File: config.mk
export PLATFORM = sky130hd
export DESIGN_NAME = calc_top
export DESIGN_NICKNAME = d
export VERILOG_FILES = /design/src/rtl/calc_pkg.sv /design/src/rtl/calc_dp.sv /design/src/rtl/calc_top.sv /design/src/rtl/calc_ctrl.sv
export SDC_FILE = /design/constraint.sdc
export NUM_CORES = 1
export LEC_CHECK = 0
export ABC_AREA = 1
export CAP_MARGIN = 10
export CELL_PAD_IN_SITES_DETAIL_PLACEMENT = 0
export CELL_PAD_IN_SITES_GLOBAL_PLACEMENT = 1
export CORE_MARGIN = 5
export CORE_UTILIZATION = 42
export DETAILED_ROUTE_END_ITERATION = 6
export PLACE_DENSITY = 0.89
export SLEW_MARGIN = 20
export SYNTH_ARGS = -nofsm -noshare
export SYNTH_HDL_FRONTEND = slang
export SYNTH_HIERARCHICAL = 1
export SYNTH_SLANG_ARGS = --single-unit
File: constraint.sdc
create_clock -name clk -period 9.5 [get_ports clk]
set_clock_uncertainty 0.15 [all_clocks]
set_input_delay 1.425 -clock clk [delete_from_list [all_inputs] [get_ports clk]]
set_output_delay 1.425 -clock clk [all_outputs]
set_load 0.005 [all_outputs]
File: src/rtl/calc_pkg.sv
// rtl/calc_pkg.sv - shared encodings for the calc control unit and datapath
package calc_pkg;

    typedef enum logic [2:0] {
        ST_IDLE = 3'd0,
        ST_CLR  = 3'd1,
        ST_LDA  = 3'd2,
        ST_LDB  = 3'd3,
        ST_EXEC = 3'd4,
        ST_OUT  = 3'd5
    } state_e;

    // Input-mux selects for the register-file write port
    localparam int SEL_IN1  = 0;
    localparam int SEL_IN2  = 1;
    localparam int SEL_ZERO = 2;
    localparam int SEL_ALU  = 3;

    localparam int ALU_ADD = 0;
    localparam int ALU_SUB = 1;
    localparam int ALU_AND = 2;
    localparam int ALU_OR  = 3;

    localparam int R0 = 0;
    localparam int R1 = 1;
    localparam int R2 = 2;
    localparam int R3 = 3;

endpackage

File: src/rtl/calc_dp.sv
// rtl/calc_dp.sv - register file, input mux, ALU and output mux
module calc_dp
    import calc_pkg::*;
#(
    parameter int addr_size = 2,
    parameter int data_w    = 3
) (
    input  logic                 clk,
    input  logic                 rst_n,
    input  logic [data_w-1:0]    in1,
    input  logic [data_w-1:0]    in2,
    input  logic [addr_size-1:0] s1,
    input  logic [addr_size-1:0] wa,
    input  logic                 we,
    input  logic [addr_size-1:0] raa,
    input  logic [addr_size-1:0] rab,
    input  logic                 rea,
    input  logic                 reb,
    input  logic [addr_size-1:0] c,
    input  logic                 s2,
    output logic [data_w-1:0]    out
);

    logic [data_w-1:0] rf_q [2**addr_size];
    logic [data_w-1:0] rd_a, rd_b, alu_y, wdata;

    always_ff @(posedge clk or negedge rst_n) begin
        if (!rst_n) begin
            for (int i = 0; i < 2**addr_size; i++) rf_q[i] <= '0;
        end else if (we) begin
            rf_q[wa] <= wdata;
        end
    end

    always_comb begin
        rd_a = rea ? rf_q[raa] : '0;
        rd_b = reb ? rf_q[rab] : '0;
        case (int'(c))
            ALU_SUB: alu_y = rd_a - rd_b;
            ALU_AND: alu_y = rd_a & rd_b;
            ALU_OR:  alu_y = rd_a | rd_b;
            default: alu_y = rd_a + rd_b;
        endcase
        case (int'(s1))
            SEL_IN1:  wdata = in1;
            SEL_IN2:  wdata = in2;
            SEL_ALU:  wdata = alu_y;
            default:  wdata = '0;
        endcase
        out = s2 ? '0 : alu_y;
    end

endmodule

File: src/rtl/calc_top.sv
// rtl/calc_top.sv - control unit joined to the datapath by matching signal names
module calc_top
    import calc_pkg::*;
#(
    parameter int addr_size = 2,
    parameter int data_w    = 3
) (
    input  logic                 clk,
    input  logic                 rst_n,
    input  logic                 go,
    input  logic                 acc,
    input  logic [addr_size-1:0] op,
    input  logic [data_w-1:0]    in1,
    input  logic [data_w-1:0]    in2,
    output logic [data_w-1:0]    out,
    output logic                 busy,
    output logic                 done
);

    logic [addr_size-1:0] s1, wa, raa, rab, c;
    logic                 we, rea, reb, s2;

    calc_ctrl #(.addr_size(addr_size)) u_ctrl (
        .clk(clk), .rst_n(rst_n), .go(go), .acc(acc), .op(op),
        .s1(s1), .wa(wa), .we(we), .raa(raa), .rab(rab), .rea(rea), .reb(reb),
        .c(c), .s2(s2), .busy(busy), .done(done)
    );

    calc_dp #(.addr_size(addr_size), .data_w(data_w)) u_dp (
        .clk(clk), .rst_n(rst_n), .in1(in1), .in2(in2),
        .s1(s1), .wa(wa), .we(we), .raa(raa), .rab(rab), .rea(rea), .reb(reb),
        .c(c), .s2(s2), .out(out)
    );

endmodule

File: src/rtl/calc_ctrl.sv
// rtl/calc_ctrl.sv - Moore control FSM sequencing clear/load/execute/output steps
module calc_ctrl
    import calc_pkg::*;
#(
    parameter int addr_size = 2
) (
    input  logic                 clk,
    input  logic                 rst_n,
    input  logic                 go,
    input  logic                 acc,
    input  logic [addr_size-1:0] op,
    output logic [addr_size-1:0] s1,
    output logic [addr_size-1:0] wa,
    output logic                 we,
    output logic [addr_size-1:0] raa,
    output logic [addr_size-1:0] rab,
    output logic                 rea,
    output logic                 reb,
    output logic [addr_size-1:0] c,
    output logic                 s2,
    output logic                 busy,
    output logic                 done
);

    state_e                 state_q, state_d;
    logic [addr_size-1:0]   op_q, op_d;
    logic                   acc_q, acc_d;

    always_ff @(posedge clk or negedge rst_n) begin
        if (!rst_n) begin
            state_q <= ST_IDLE;
            op_q    <= '0;
            acc_q   <= 1'b0;
        end else begin
            state_q <= state_d;
            op_q    <= op_d;
            acc_q   <= acc_d;
        end
    end

    // op/acc are captured only on acceptance so later input changes cannot disturb a run
    always_comb begin
        state_d = state_q;
        op_d    = op_q;
        acc_d   = acc_q;
        case (state_q)
            ST_IDLE: begin
                if (go) begin
                    state_d = ST_CLR;
                    op_d    = op;
                    acc_d   = acc;
                end
            end
            ST_CLR:  state_d = acc_q ? ST_LDB : ST_LDA;
            ST_LDA:  state_d = ST_LDB;
            ST_LDB:  state_d = ST_EXEC;
            ST_EXEC: state_d = ST_OUT;
            ST_OUT:  state_d = ST_IDLE;
            default: state_d = ST_IDLE;
        endcase
    end

    always_comb begin
        s1   = '0;
        wa   = '0;
        we   = 1'b0;
        raa  = '0;
        rab  = '0;
        rea  = 1'b0;
        reb  = 1'b0;
        c    = '0;
        s2   = 1'b1;
        busy = (state_q != ST_IDLE);
        done = 1'b0;
        case (state_q)
            ST_CLR: begin
                s1 = addr_size'(SEL_ZERO);
                wa = addr_size'(R0);
                we = 1'b1;
            end
            ST_LDA: begin
                s1 = addr_size'(SEL_IN1);
                wa = addr_size'(R1);
                we = 1'b1;
            end
            ST_LDB: begin
                s1 = addr_size'(SEL_IN2);
                wa = addr_size'(R2);
                we = 1'b1;
            end
            ST_EXEC: begin
                rea = 1'b1;
                raa = acc_q ? addr_size'(R3) : addr_size'(R1);
                reb = 1'b1;
                rab = addr_size'(R2);
                c   = op_q;
                s1  = addr_size'(SEL_ALU);
                wa  = addr_size'(R3);
                we  = 1'b1;
            end
            // R3 + R0 (which holds zero) presents the stored result on the output
            ST_OUT: begin
                rea  = 1'b1;
                raa  = addr_size'(R3);
                reb  = 1'b1;
                rab  = addr_size'(R0);
                c    = addr_size'(ALU_ADD);
                s2   = 1'b0;
                done = 1'b1;
            end
            default: ;
        endcase
    end

endmodule
==> results of run 1 <==
state kept, by name (all words and copies together) (netlist names):
signal and count:
u_ctrl/state_q 3, u_dp/rf_q 12, u_ctrl/op_q 2, u_ctrl/acc_q 1
path summary, 6_finish.rpt:
kind	startpoint	end	slack, ps	cells past startpoint
hold reg to reg	u_dp/rf_q[1]	u_dp/rf_q[1]	340	2
setup / recovery	u_ctrl/state_q[1]	out[2]	4020	18
hold / removal	u_dp/rf_q[1]	u_dp/rf_q[1]	340	2
max in group asynchronous	rst_n	u_ctrl/acc_q	7230	1
min in group asynchronous	rst_n	u_dp/rf_q[5]	1440	1
setup reg to reg	u_ctrl/state_q[1]	u_dp/rf_q[2]	5910	19
cells by family (layout without fill, tap and decap cells):
family	after synthesis	in the layout	synth area share, %
compound gates	22	22	9.464
xor+xnor	1	1	1.089
fa+ha+maj	5	5	4.690
buf+inv	53	68	15.07
flops	18	18	30.15
other cells	1	1	0.2510
simple gates	131	131	39.28
cell usage in the layout, fill, tap and decap left out, drive strengths merged:
master	count
clkdlybuf4s50	16
o21ai	9
conb	1
clkbuf	4
nand2	98
o211ai	6
clkinv	1
nor3	4
inv	47
nor2	12
a221oi	1
nand3	14
xor2	1
ha	4
nand4	3
fa	1
a21oi	6
dfrtp	18
metal layers:
metal | track usage (%) | part of all wire [%] | wire, microns | up-vias
li1 | - | - | - | 727
met1 | 19.98 | 51 | 1649 | 571
met2 | 22.67 | 45 | 1463 | 11
met3 | 1.739 | 2.1 | 68 | 5
met4 | 3.830 | 1.1 | 37 | 0
met5 | 0 | 0 | 0 | -
cell type report:
| cell class | instances | area [sq um] | area share, % |
|---|---|---|---|
| Multi-Input combinational cell | 160 | 818.3 | 48.05 |
| Tap cell | 46 | 57.56 | 3.380 |
| Clock buffer | 4 | 36.28 | 2.131 |
| Timing Repair Buffer | 16 | 160.2 | 9.405 |
| Sequential cell | 18 | 450.4 | 26.45 |
| Inverter | 48 | 180.2 | 10.58 |
power groups by stage:
| stage | clock, W | sequential, W | combinational, W |
|---|---|---|---|
| after floorplan | 0 | 0.000134 | 0.000236 |
| after global placement | 0 | 0.000143 | 0.000293 |
| after detailed placement | 0 | 0.000142 | 0.000294 |
| after CTS | 0.0000496 | 0.000141 | 0.000294 |
| after global routing | 0.0000532 | 0.000147 | 0.000340 |
| final | 0.0000489 | 0.000141 | 0.000291 |
critical path, delay by kind of cell, from the launching register on:
family                   cells  cell delay [ps]
AO/OA/AOI/OAI                2              340
XOR/XNOR                     1              150
adder cells (fa/ha/maj)      2              550
buffers and inverters        6             1310
flip-flops                   1              430
AND/OR/NAND/NOR              7              810
per-stage QoR:
stage,std cells,hold WS [ps]
2_1_floorplan,231,291.9
3_5_place_dp,288,317.0
3_3_place_gp,288,314.1
5_1_grt,292,358.9
6_report,292,341.2
4_1_cts,292,343.5
==> results, run 1 <==
- Counting every net in the synthesized netlist gives 248.
- The tightest min-delay check is of the reg -> reg type.
- The yosys synthesis warning count is 6.
- The number of max-slew violations in the final report is 0.
- TritonCTS created 3 clock buffers.
- At the end of the flow the core is filled with cells to 50.24%.
- The chip height is 69.64 microns.
- After detailed routing, the number of remaining DRC violations is 0.
- Detailed placement finished with a half-perimeter wire length of 2.677 mm.
- In the final layout, the share of cells above drive strength 1 is 12.20%.
- After routing the design area is 1703 sq um.
- The repair_antennas step left the layout with diodes totalling 0.
- The number of DRC violations after detailed-routing iteration 0 is 69.
- The share of power burned in registers is 29.3%.
- The total standard cell area after synthesis is approximately 1500 sq um.
- The root buffer cell chosen for the clock tree is clkbuf_4.
- Traced cell by cell, the critical path runs through inv_1, nand2_1, inv_1, nand2_1, nand2_1, o211ai_1, a21oi_1, inv_1, ha_1, fa_1, inv_1, xor2_2, clkinv_1, nand3_2, nand3_2, nand2_1, nor2_1, clkdlybuf4s50_1.
- The via count of the first global-routing pass is 1221.
- The run finished with clean final reports.
- Dividing the detail-routed wire length by the instance count gives 11.02 microns.
- The number of detailed-route iterations in the first pass is 4.
- The register bit count reported by yosys is 18.
- For this run, the slowest stage of the critical path takes ~440 ps.
- Sorting the synthesized cells by how often they occur yields 85 x nand2_1, 44 x inv_1, 18 x dfrtp_1.
- The placed instance area is 1667 sq um.
- The die covers 4850 sq um.
- The total power per unit cell area is 282.2 nW/um^2.
- The routability congestion estimate is 0.7878.
- STA classifies the critical path endpoint as an output port.
- The tightest slew margin relative to the limit is 43.46%.
- The post-route setup TNS is 0 ps.
- The clock-pin slew reported for the worst setup and hold paths after clock tree synthesis is 110 ps.
- Setup repair after global routing left no endpoint under its margin.
- The detailed-route wire length is around 3.2 mm.
- For the worst setup path, the data arrival time is 3910 ps.
- For this design, the sink count on the clock tree is 18.
- In this run the remaining antenna-violating nets after routing total 0.
- The post-synthesis area per instance is 6.467 sq um.
- The count of fill cells added during filler insertion is 362.
- The worst-margin pin slew is 845.5 ps.
- Counting flops with an async set or reset pin after synthesis yields a share of 100.0%.
- The longest clock path from root to sink contains 2 buffers.
- The number of hold-repair buffers added at the cts stage is 0.
- The cell count after synthesis came out at 231.
- The number of top-level pins is 17.
- The hold violation total from the final report is 0.
- For this run the aggregate overflow at the end of global routing stands at 0.
- Yosys mapped the design onto 25 distinct sky130hd cell types.
- The relative area change from synthesis to final layout is 13.99%.
- The combinational power share is 60.5%.
- The area share of the leading cell type in the synthesized netlist is 30.15%.
- The final critical-path setup slack is 4018 ps.
- The CTS H-tree depth is 1.
- The internal power contribution is between 0.0002 and 0.00025 W.
- The share of total power consumed by net switching is between 50% and 60%.
- The leakage power is about 0.9 nW.
- The per-cell via count in the routed design is 4.500.
- The later pin in the worst-skew pair is clocked with a latency of 300 ps.
- In the post-synthesis netlist, the biggest area contributors are dfrtp_1 30%, nand2_1 21%, inv_1 11%.
- At the placement stage, the worst setup path has a slack of 4379 ps.
- The category of the critical setup timing path is reg -> out.
- nand2_1 is the most common cell in the netlist.
- The overall via count from detail_route is 1314.
- The worst path needs 5482 ps of the cycle, external delays included.
- The post-CTS setup repair buffer count is 0.
- The share of the clock period used by the worst path is 57.71%.
- The cell with the largest stage delay on the worst path is clkdlybuf4s50_1.
- The horizontal die dimension is 69.64 microns.
- The number of antenna violations at the first check in global routing is 0.
- The number of nets in the finished design is 264.
- In this run the standard cell core region covers 3390 sq um.
- Derived from the worst setup path, the maximum achievable clock frequency is 182.4 MHz.
- Across the VDD grid, the largest voltage drop is 133.4 uV.
- The global routing usage summed across all routing layers is 14.14%.
- The kind of launch point of the worst setup path is a flip-flop.
- Port buffering added 16 buffers.
- The total number of placement rows is 21.
- Yosys mapped a number of flops with a built-in enable equal to 0.
- The largest total area in the synthesized netlist belongs to dfrtp_1.
- Overall power consumption after layout is estimated at 0.0004805 W.
- Summing the sequential cell areas from Yosys gives 30.15% of the chip area.
- Setup violations remaining at the end of the flow were counted as 0.
- The number of max-cap violations is 0.
- At the worst endpoint, the required time is 7930 ps.
- The global-route wire length before repair is 5.658 mm.
- Entering global routing, the biggest net connects 20 pins.
- The clock share of power is 10.2%.
- The reported net switching power is around 0.00024 W.
- The CTS tree is yes.
- The main flop type after synthesis is dfrtp_1.
- Post-CTS repair changed the size of 0 cells.
- The initial core utilization is 44.08%.
- The maximum fanout along the worst path is 19.
Note: power is estimated with default switching activity, not from simulation.
==> run 2, diff against run 1 <==
--- a/config.mk
+++ b/config.mk
@@ -10,9 +10,9 @@
 export CELL_PAD_IN_SITES_DETAIL_PLACEMENT = 0
 export CELL_PAD_IN_SITES_GLOBAL_PLACEMENT = 1
 export CORE_MARGIN = 5
-export CORE_UTILIZATION = 42
+export CORE_UTILIZATION = 35
 export DETAILED_ROUTE_END_ITERATION = 6
-export PLACE_DENSITY = 0.89
+export PLACE_DENSITY = 0.8
 export SLEW_MARGIN = 20
 export SYNTH_ARGS = -nofsm -noshare
 export SYNTH_HDL_FRONTEND = slang
==> constraint.sdc (replaced) <==
create_clock -name clk -period 4.8 [get_ports clk]
set_clock_uncertainty 0.15 [all_clocks]
set_input_delay 0.72 -clock clk [delete_from_list [all_inputs] [get_ports clk]]
set_output_delay 0.72 -clock clk [all_outputs]
set_load 0.005 [all_outputs]
==> run 2 against run 1 <==
  * Final area rose by 1.9%
  * First-iteration DRC count rose by 7.2%
  * Die area rose by 17%
  * Via count rose by 3.9%
  * Flip-flop and latch count did not move
  * Final cell count rose by 1.7%
  * Routed wire length rose by 5.2%
  * Non-clock buffer count rose by 1
  * Critical endpoint unchanged
==> results, run 2 (synthesis gave the netlist of run 1 again) <==
- The worst setup path is captured at an output port.
- The number of antenna violations at the first check in global routing is 0 (unchanged).
- The worst-margin pin slew is 819.8 ps (-25.67 ps).
- Setup repair after global routing left no endpoint under its margin.
- The per-cell via count in the routed design is 4.596 (+2.1%).
- The maximum number of buffers from clock root to sink is 2 (unchanged).
- The internal power contribution is 0.0005041 W (+110%).
- The clock share of power came to 12.7% (+2.5 points).
- The share of power burned in registers was 28.1% (-1.2 points).
- The number of antenna-violating nets in the routed design is 0 (unchanged).
- The register with the most flip-flops in the final layout is u_dp/rf_q.
- The initial core utilization came to 36.82% (-7.3 points).
- The number of clock buffers inserted by TritonCTS is 3 (unchanged).
- The share of total power consumed by net switching came to 49.40% (-0.97 points).
- The number of I/O port buffers is 16 (unchanged).
- The number of sinks driven by the clock tree is 18 (unchanged).
- The library cells used most frequently in the layout, excluding fill and tap cells, are 85 x nand2_1, 44 x inv_1, 17 x dfrtp_1.
- The routability congestion estimate is 0.7408 (-6.0%).
- The clock root buffer master is clkbuf_8.
- The number of max-slew violations in the final report is 0 (unchanged).
- The number of DRC violations after detailed-routing iteration 0 is 74 (+7.2%).
- Based on the critical path, the design can be clocked at up to around 230 MHz.
- The pin count of the biggest net entering global routing came to 19 (-5.0%).
- The global routing usage summed across all routing layers is 12.88% (-1.3 points).
- The path with the worst hold slack has its endpoint at u_ctrl/op_q[0].
- The path class of the tightest hold or removal check is reg -> reg.
- The detailed-route wire length came to 3.386 mm (+5.2%).
- The via count of the first global-routing pass was 1274 (+4.3%).
- The setup-violating endpoint count in the final report was 0 (unchanged).
- The chip height is 75.33 microns (+8.2%).
- The clock-pin slew reported for the worst setup and hold paths after clock tree synthesis came to 70 ps (-40 ps).
- The post-route setup TNS is 0 ps (unchanged).
- The number of detailed-route iterations in the first pass came to 4 (unchanged).
- The relative area change from synthesis to final layout is 16.16%.
- The overall via count from detail_route is 1365 (+3.9%).
- The reported net switching power is 0.0004921 W (+100%).
- Leaving out fill and tap cells, the most frequent cell in the layout is nand2_1.
- The maximum fanout along the worst path was 8 (-11).
- The global-route wire length before repair is 5.616 mm (-0.74%).
- The post-CTS setup repair buffer count is 0 (unchanged).
- The count of non-filler cells in the finished layout came to 297 (+1.7%).
- The CTS H-tree depth was 1 (unchanged).
- The total number of placement rows was 23 (+9.5%).
- The core outline area was 4058 sq um (+20%).
- The number of flip-flops in the largest register is 12 (unchanged).
- The leakage power is 0.9140 nW (+1.3%).
- The worst min-delay path startpoint is u_ctrl/op_q[0].
- The proportion of layout cells with a drive suffix above 1 is 12.96% (+0.76 points).
- The combinational power share is 59.3% (-1.2 points).
- The worst path required time was 3930 ps (-4000 ps).
- The flow ran to the end, and the final reports show no timing, DRC or antenna violations.
- The count of fill cells added during filler insertion is 424 (+17%).
- The hold violation total from the final report is 0 (unchanged).
- The number of top-level pins is 17 (unchanged).
- The share of the clock period used by the worst path is 91.62%.
- The overall overflow remaining after global route is 0 (unchanged).
- The startpoint of the lowest-slack register-to-register path is u_ctrl/state_q[0].
- The category of the critical setup timing path is reg -> out.
- The antenna diode count is 0 (unchanged).
- The worst setup path is launched from a flip-flop.
- The tightest slew margin relative to the limit is 45.18% (+1.7 points).
- The number of max-cap violations was 0 (unchanged).
- The area enclosed by the die boundary is 5675 sq um (+17%).
- The number of design rule violations left after detail routing is 0 (unchanged).
- The CTS tree is yes.
- The post-route minimum period is 4398 ps.
- The total power per unit cell area is 574.0 nW/um^2 (+100%).
- The data arrival time at the worst-slack endpoint came to 3530 ps (-380 ps).
- The source-to-sink clock delay at the later pin of the worst-skew pair is 260 ps (-40 ps).
- The sum of net half-perimeters after detailed placement is 2.742 mm (+2.4%).
- The number of cells in the design after placement was 293 (+1.7%).
- The maximum resistive drop on vdd is 293.6 uV (+120%).
- The horizontal die dimension is 75.33 microns (+8.2%).
- The number of nets in the finished design is 265 (+0.38%).
- The average wire length per cell after detail routing is 11.40 microns (+3.4%).
- The worst setup slack for register-to-register paths is 1530 ps (-4380 ps).
- The largest registers in the layout are u_dp/rf_q (12), u_ctrl/state_q (3), u_ctrl/op_q (2).
- The cell depth of the worst flop-to-flop path is 19 (unchanged).
- The cell depth of the worst min-delay path is 2 (unchanged).
- The capture point of the worst reg-to-reg path is u_dp/rf_q[8].
run 2: cell types whose count changed in the layout (fill, tap and decap cells not counted), sizes merged:
| cell | change |
|---|---|
| buf | +1 |
run 2: layout make-up:
type,instances,area (sq um),area share (%)
multi-input cells,160,818.3,47.15
flip-flops and latches,18,451.7,26.03
inverters,48,180.2,10.38
repair buffers,17,167.7,9.661
well taps,50,62.56,3.605
clock buffers,4,55.05,3.172
run 2: per-stage QoR:
step	hold slack [ps]	power (W)	instance area [sq um]	util, %	setup WS [ps]
final	329.1	0.0009962	1735	42.77	402.3
after global routing	347.2	0.001101	1735	42.77	46.97
after CTS	335.0	0.001002	1734	42.74	317.2
after detailed placement	318.1	0.0008730	1679	41.38	605.2
after global placement	316.7	0.0008687	1679	41.38	691.8
after floorplan	274.4	0.0007320	1494	-	1316
run 2: worst max path at each step:
stage | from | end | slack, ps | cells after the start
floorplan | u_ctrl/state_q[0] | out[2] | 1320 | 17
global placement | u_ctrl/state_q[0] | out[2] | 690 | 19
detailed placement | u_ctrl/state_q[0] | out[2] | 610 | 19
CTS | u_ctrl/state_q[0] | out[2] | 320 | 19
global route | u_ctrl/state_q[0] | out[2] | 50 | 18
finish | u_ctrl/state_q[0] | out[2] | 400 | 18
run 2: critical path, stage by stage, from the launching register on:
cell and delay [ps]:
dfrtp_2 460, nor2_1 140, nand2_2 130, inv_1 170, o211ai_1 110, a21oi_1 240
inv_1 100, ha_1 280, nand2_1 70, o21ai_0 100, fa_1 400, inv_1 100
xor2_2 150, clkinv_1 90, nand3_2 80, nand3_2 90, nand2_1 70, nor2_1 40
clkdlybuf4s50_1 440
run 2: repair_timing:
item / CTS / global route
gates resized for setup: 0 / 1
hold buffers: 0 / 0
setup endpoints to repair: 0 / 1
run 2: power by group through the flow:
stage | combinational, W | sequential [W] | clock [W]
2_1_floorplan | 0.000467 | 0.000265 | 0
3_3_place_gp | 0.000588 | 0.000280 | 0
3_5_place_dp | 0.000593 | 0.000280 | 0
4_1_cts | 0.000596 | 0.000278 | 0.000128
5_1_grt | 0.000677 | 0.000288 | 0.000136
6_report | 0.000590 | 0.000280 | 0.000126
run 2: routing by layer:
layer / part of all wire, % / track usage [%] / vias to the layer above
met2: 47 / 20.81 / 18
met3: 1.6 / 1.187 / 4
li1: - / - / 729
met4: 1.4 / 5.243 / 0
met5: 0 / 0 / -
met1: 50 / 17.73 / 614
